--- config.mk ---
export PLATFORM = sky130hd
export DESIGN_NAME = wb_burst_master
export DESIGN_NICKNAME = d
export VERILOG_FILES = /design/src/rtl/wb_pkg.sv /design/src/rtl/wb_adr_next.sv /design/src/rtl/wb_burst_master.sv
export SDC_FILE = /design/constraint.sdc
export NUM_CORES = 1
export LEC_CHECK = 0
export ABC_AREA = 1
export CAP_MARGIN = 20
export CELL_PAD_IN_SITES_DETAIL_PLACEMENT = 1
export CELL_PAD_IN_SITES_GLOBAL_PLACEMENT = 1
export CORE_ASPECT_RATIO = 0.5
export CORE_UTILIZATION = 32
export CTS_BUF_LIST = sky130_fd_sc_hd__clkbuf_8
export DETAILED_ROUTE_END_ITERATION = 8
export GPL_TIMING_DRIVEN = 0
export PLACE_DENSITY = 0.91
export REMOVE_ABC_BUFFERS = 1
export SETUP_SLACK_MARGIN = 0.05
export SLEW_MARGIN = 30
export SYNTH_ARGS = -nofsm -noshare
export SYNTH_HDL_FRONTEND = slang
export SYNTH_HIERARCHICAL = 1
export SYNTH_SLANG_ARGS = --single-unit
export TNS_END_PERCENT = 1
--- constraint.sdc ---
create_clock -name wb_clk_i -period 5 [get_ports wb_clk_i]
set_input_delay 1 -clock wb_clk_i [delete_from_list [all_inputs] [get_ports wb_clk_i]]
set_output_delay 1 -clock wb_clk_i [all_outputs]
set_load 0.01 [all_outputs]
--- src/rtl/wb_pkg.sv ---
// Shared Wishbone B3 cycle-type and burst-type encodings plus the burst master FSM states.
package wb_pkg;

  localparam logic [2:0] CTI_CLASSIC = 3'b000;
  localparam logic [2:0] CTI_CONST   = 3'b001;
  localparam logic [2:0] CTI_INC     = 3'b010;
  localparam logic [2:0] CTI_EOB     = 3'b111;

  localparam logic [1:0] BTE_LINEAR  = 2'b00;
  localparam logic [1:0] BTE_WRAP4   = 2'b01;
  localparam logic [1:0] BTE_WRAP8   = 2'b10;
  localparam logic [1:0] BTE_WRAP16  = 2'b11;

  typedef enum logic [1:0] {
    ST_IDLE,
    ST_BUS,
    ST_RETRY,
    ST_END
  } wbm_state_t;

endpackage

--- src/rtl/wb_adr_next.sv ---
// Next word address of a Wishbone burst: linear increment or modulo increment
// inside a 4/8/16-word wrap window, leaving the bits above the window untouched.
module wb_adr_next
  import wb_pkg::*;
#(
  parameter int unsigned AW = 32
) (
  input  logic [AW-1:0] adr,
  input  logic [1:0]    bte,
  output logic [AW-1:0] adr_next
);

  logic [AW-1:0] inc;
  logic [AW-1:0] mask;

  // Bits under the mask come from the incremented address, the rest from the current one.
  always_comb begin
    inc  = adr + AW'(4);
    mask = '0;
    case (bte)
      BTE_WRAP4:  mask[3:2] = '1;
      BTE_WRAP8:  mask[4:2] = '1;
      BTE_WRAP16: mask[5:2] = '1;
      default:    mask      = '1;
    endcase
    adr_next = (adr & ~mask) | (inc & mask);
  end

endmodule

--- src/rtl/wb_burst_master.sv ---
// Wishbone B3 initiator turning block read/write commands into classic or
// incrementing/wrapping bursts, with err abort and bounded rty reissue.
module wb_burst_master
  import wb_pkg::*;
#(
  parameter int unsigned AW      = 32,
  parameter int unsigned DW      = 32,
  parameter int unsigned RTY_MAX = 4
) (
  input  logic            wb_clk_i,
  input  logic            wb_rst_i,
  input  logic            cmd_valid_i,
  output logic            cmd_ready_o,
  input  logic            cmd_we_i,
  input  logic [AW-1:0]   cmd_adr_i,
  input  logic [4:0]      cmd_len_i,
  input  logic [1:0]      cmd_bte_i,
  input  logic [DW-1:0]   wr_dat_i,
  input  logic            wr_valid_i,
  output logic            wr_ready_o,
  output logic [DW-1:0]   rd_dat_o,
  output logic            rd_valid_o,
  output logic            done_o,
  output logic            err_o,
  output logic [AW-1:0]   wb_adr_o,
  output logic [DW-1:0]   wb_dat_o,
  output logic [DW/8-1:0] wb_sel_o,
  output logic            wb_we_o,
  output logic            wb_cyc_o,
  output logic            wb_stb_o,
  output logic [2:0]      wb_cti_o,
  output logic [1:0]      wb_bte_o,
  input  logic [DW-1:0]   wb_dat_i,
  input  logic            wb_ack_i,
  input  logic            wb_err_i,
  input  logic            wb_rty_i
);

  localparam int unsigned RW = $clog2(RTY_MAX + 1);

  wbm_state_t    state, state_nxt;
  logic [AW-1:0] adr;
  logic [AW-1:0] adr_inc;
  logic [4:0]    beats;
  logic          burst;
  logic          we;
  logic [1:0]    bte;
  logic          hold_full;
  logic [DW-1:0] hold_dat;
  logic [RW-1:0] rty_cnt;
  logic          end_err;
  logic [DW-1:0] rd_dat;
  logic          rd_valid;

  logic cmd_fire;
  logic wr_fire;
  logic stb;
  logic last_beat;
  logic ack_take;
  logic rty_take;
  logic err_take;
  logic rty_abort;

  wb_adr_next #(.AW(AW)) u_adr_next (
    .adr      (adr),
    .bte      (bte),
    .adr_next (adr_inc)
  );

  always_ff @(posedge wb_clk_i or posedge wb_rst_i) begin
    if (wb_rst_i) state <= ST_IDLE;
    else          state <= state_nxt;
  end

  always_comb begin
    state_nxt   = state;
    stb         = (state == ST_BUS) && (!we || hold_full);
    last_beat   = (beats == 5'd1);
    // err outranks rty, which outranks ack; nothing counts without stb.
    err_take    = stb && wb_err_i;
    rty_take    = stb && wb_rty_i && !wb_err_i;
    ack_take    = stb && wb_ack_i && !wb_err_i && !wb_rty_i;
    rty_abort   = (rty_cnt == RW'(RTY_MAX - 1));
    cmd_ready_o = (state == ST_IDLE) && !wb_rst_i;
    cmd_fire    = cmd_valid_i && cmd_ready_o;
    wr_ready_o  = we && (state == ST_BUS) && (!hold_full || (ack_take && !last_beat));
    wr_fire     = wr_valid_i && wr_ready_o;

    case (state)
      ST_IDLE: if (cmd_fire) state_nxt = ST_BUS;
      ST_BUS: begin
        if (err_take || (rty_take && rty_abort) || (ack_take && last_beat))
          state_nxt = ST_END;
        else if (rty_take)
          state_nxt = ST_RETRY;
      end
      ST_RETRY: state_nxt = ST_BUS;
      ST_END:   state_nxt = ST_IDLE;
      default:  state_nxt = ST_IDLE;
    endcase

    wb_cyc_o = (state == ST_BUS);
    wb_stb_o = stb;
    wb_we_o  = wb_cyc_o && we;
    wb_sel_o = {(DW/8){wb_cyc_o}};
    wb_adr_o = adr;
    wb_dat_o = hold_dat;
    if (!wb_cyc_o || !burst) wb_cti_o = CTI_CLASSIC;
    else if (last_beat)      wb_cti_o = CTI_EOB;
    else                     wb_cti_o = CTI_INC;
    wb_bte_o   = (wb_cyc_o && burst) ? bte : BTE_LINEAR;
    done_o     = (state == ST_END) && !end_err;
    err_o      = (state == ST_END) && end_err;
    rd_dat_o   = rd_dat;
    rd_valid_o = rd_valid;
  end

  always_ff @(posedge wb_clk_i or posedge wb_rst_i) begin
    if (wb_rst_i) begin
      adr       <= '0;
      beats     <= '0;
      burst     <= 1'b0;
      we        <= 1'b0;
      bte       <= BTE_LINEAR;
      hold_full <= 1'b0;
      hold_dat  <= '0;
      rty_cnt   <= '0;
      end_err   <= 1'b0;
      rd_dat    <= '0;
      rd_valid  <= 1'b0;
    end else begin
      rd_valid <= ack_take && !we;
      if (ack_take && !we) rd_dat <= wb_dat_i;

      if (cmd_fire) begin
        adr     <= cmd_adr_i & ~AW'(3);
        beats   <= (cmd_len_i == 5'd0) ? 5'd1 : cmd_len_i;
        burst   <= (cmd_len_i > 5'd1);
        we      <= cmd_we_i;
        bte     <= cmd_bte_i;
        rty_cnt <= '0;
        end_err <= 1'b0;
      end

      if (ack_take) begin
        adr     <= adr_inc;
        beats   <= beats - 5'd1;
        rty_cnt <= '0;
      end
      if (rty_take) rty_cnt <= rty_cnt + RW'(1);
      if (err_take || (rty_take && rty_abort)) end_err <= 1'b1;

      // A retried beat keeps its word; an aborted or finished command drops it.
      if (wr_fire) begin
        hold_dat  <= wr_dat_i;
        hold_full <= 1'b1;
      end else if (ack_take || state_nxt == ST_END) begin
        hold_full <= 1'b0;
      end
    end
  end

endmodule

==> metrics.txt <==
CTS resizes 0; placed cell count roughly 1200; Crit Path Category primary input to register; worst endpoint required time about 5.3 ns; most frequent cells after synthesis 283 x nand2_1, 113 x dfrtp_1, 69 x nor2_1, 51 x inv_1, 42 x nand3_1; # diodes 0; largest net degree at the start of global routing 63; TritonCTS Buffers 17; Fill cells between 2000 and 2500; Post-CTS Hold Fix Bufs 0; DP HPWL roughly 15000 µm; clock skew approximately 0.013 ns; vias in the first global route approximately 6600; outcome complete, no violations; Worst setup EP type register; Slew Viols, Final 0; final setup fails 0; sequential fraction of the synthesis area 0.479; Fin. Hold Viols 0; Switching Fraction 0.409; layout cells sized above 1 0.0580; final setup TNS 0 ns; Register Area 2830 µm²; Synth area leaders dfrtp_1 48%, nand2_1 18%, nor2_1 4.4%; Logic pwr share 0.475; Post-Synthesis Cells ~770; Power Dens Cells 587 nW/µm²; fin crit period ~3.9 ns; Max-cap violations 0; r2r startpoint state[1]; first-iteration detailed-routing DRC count 304; worst vdd ir 0.195 mV; Achievable Freq roughly 260 MHz; htree depth 4; first-pass GRT wire length approximately 33000 µm; post-synthesis cell area just under 6000 µm²; synth unique cells 32; synth warn 6; DIE AREA 19000 µm²; r2r endpoint rd_dat_o[12]; Routed WL between 20000 and 25000 µm; CTS max path bufs 2; cell-internal power between 2 and 3 mW; Hold Crit Class register to register; global route overflow 0; Die H ~98 µm; RSZ-0062 raised after global routing no; area of the multi-input gates about 2600 µm²; arrival time at the worst endpoint between 4 and 5 ns; via count approximately 6000; Detail Route Antenna Nets 0; Period Utilization, post-route 0.779; CTS root buf clkbuf_8; Switch Pwr 2.06 mW; clk_lat worst skew about 0.43 ns; Tightest Pin Transition around 0.7 ns; vias per cell 4.95; Leakage Power between 4 and 5 nW; routability congestion estimate about 0.84; critical path peak fanout 62; count leader, synth nand2_1; Initial Util 0.334; post-synth top area cell dfrtp_1; Core Area ~18000 µm²; number of port buffers between 200 and 250; # nets final 1087; post-synthesis register bit count between 100 and 150; startpoint types primary input; Worst-path clk slew ~0.070 ns; Post-synth EDFFs 0; Flop pwr share 0.341; Worst Reg-to-Reg Cells 9; Hold Path Depth 2; placed cell areas around 8000 µm²; CTS tree yes; relative slew slack 0.535; Mapped Avg Cell Area about 7.7 µm²; DRT Pass-1 Iters 4; Post-Layout Cell Count 1216; hold_sp wb_dat_o[6]; post-layout instance area 8600 µm²; hold slack 0.469 ns; area grow syn2layout 45.7%; Critical path origin wb_rst_i; Clock Sinks between 100 and 150; Finished Core Util 0.486; ys async rst share 1.00; Cell Rows 34; # IOs 224; DRC errors left 0; flop2flop setup slack between 1.5 and 2 ns; Die X 194 µm; antenna violations before repair 0; wire per inst about 17 µm; Yosys top cell area share 0.479; sink of the worst hold path wb_dat_o[6]; Main synth FF type dfrtp_1; Total GRT Usage 0.217; Post CTS Setup Buffer Count 0; Clk pwr share 0.184
-- flip-flops by register name, indices dropped and copies added (netlist names) --
name / flops
beats: 5
wb_dat_o: 32
burst: 1
rd_dat_o: 32
end_err: 1
wb_adr_o: 32
hold_full: 1
rd_valid_o: 1
we: 1
rty_cnt: 3
bte: 2
state: 2
-- worst max-delay path, stage by stage --
cell             delay [ns]
clkdlybuf4s50_1        0.51
inv_8                  0.34
buf_16                 0.35
nand3_2                0.57
nand2_2                0.75
inv_1                  0.39
nand3_1                0.15
o21ai_0                0.10
-- through the flow --
stage	setup slack [ns]	power (mW)
floorplan	-0.886	2.79
global placement	-3.68	3.99
detailed placement	0.607	4.13
CTS	1.07	5.09
global route	0.797	5.38
finish	1.11	5.05
-- cell usage in the layout, fill, tap and decap left out --
| cell type | instances |
|---|---|
| o211ai_1 | 3 |
| and2_1 | 1 |
| nand3b_1 | 2 |
| nand3_2 | 2 |
| buf_2 | 1 |
| o21ai_0 | 35 |
| nor2_4 | 6 |
| nor2_2 | 2 |
| inv_2 | 7 |
| inv_6 | 1 |
| o21ai_1 | 4 |
| inv_8 | 1 |
| nand3b_2 | 1 |
| o21bai_1 | 1 |
| nand4_1 | 40 |
| inv_1 | 52 |
| a21oi_1 | 28 |
| nand3_1 | 41 |
| clkinvlp_4 | 2 |
| nand2_4 | 2 |
| nor3_1 | 6 |
| or2_0 | 1 |
| xor2_1 | 8 |
| nor2b_1 | 1 |
| nand2_1 | 283 |
| clkinv_2 | 2 |
| ha_1 | 7 |
| clkinv_4 | 4 |
| clkdlybuf4s50_1 | 220 |
| buf_16 | 1 |
| nand2_2 | 4 |
| clkbuf_8 | 18 |
| a21o_1 | 1 |
| bufinv_16 | 3 |
| dfrtp_1 | 113 |
| nor2_1 | 69 |
| xnor2_1 | 9 |
-- layout make-up --
type	count	area share
clock buffer	18	0.0288
tap	234	0.0340
inverter	58	0.0262
clock inverter	14	0.0193
timing repair buffer	222	0.260
multi-input combinational	557	0.303
sequential	113	0.329
-- worst max path at each step --
stage	end	slack, ns	cells after the start
CTS	rty_cnt[2]	1.07	8
floorplan	rty_cnt[0]	-0.89	6
detailed placement	rty_cnt[2]	0.61	8
finish	rty_cnt[2]	1.11	8
global route	rty_cnt[2]	0.80	8
global placement	rty_cnt[1]	-3.68	7
-- power by group through the flow --
stage,registers [mW],clock network (mW),logic [mW]
floorplan,1.81,0,0.980
global placement,1.70,0,2.28
detailed placement,1.73,0,2.40
CTS,1.73,0.946,2.42
global route,1.79,0.985,2.61
finish,1.72,0.927,2.40
-- logic make-up (layout without fill, tap and decap cells) --
| group | count (synthesis) | after routing | synth area share |
|---|---|---|---|
| AOI/OAI and AO/OA | 72 | 72 | 0.0632 |
| xor gates and xnor gates | 17 | 17 | 0.0252 |
| adders and majority gates | 7 | 7 | 0.0148 |
| buffers and inverters | 99 | 312 | 0.0799 |
| DFF | 113 | 113 | 0.479 |
| and+or+nand+nor | 461 | 461 | 0.338 |
-- routing by layer --
metal,track usage,wire length (µm)
met1,0.251,8400
met2,0.403,10800
met3,0.0380,719
met4,0.0842,415
met5,0,0
(Power assumes the default switching activity.)
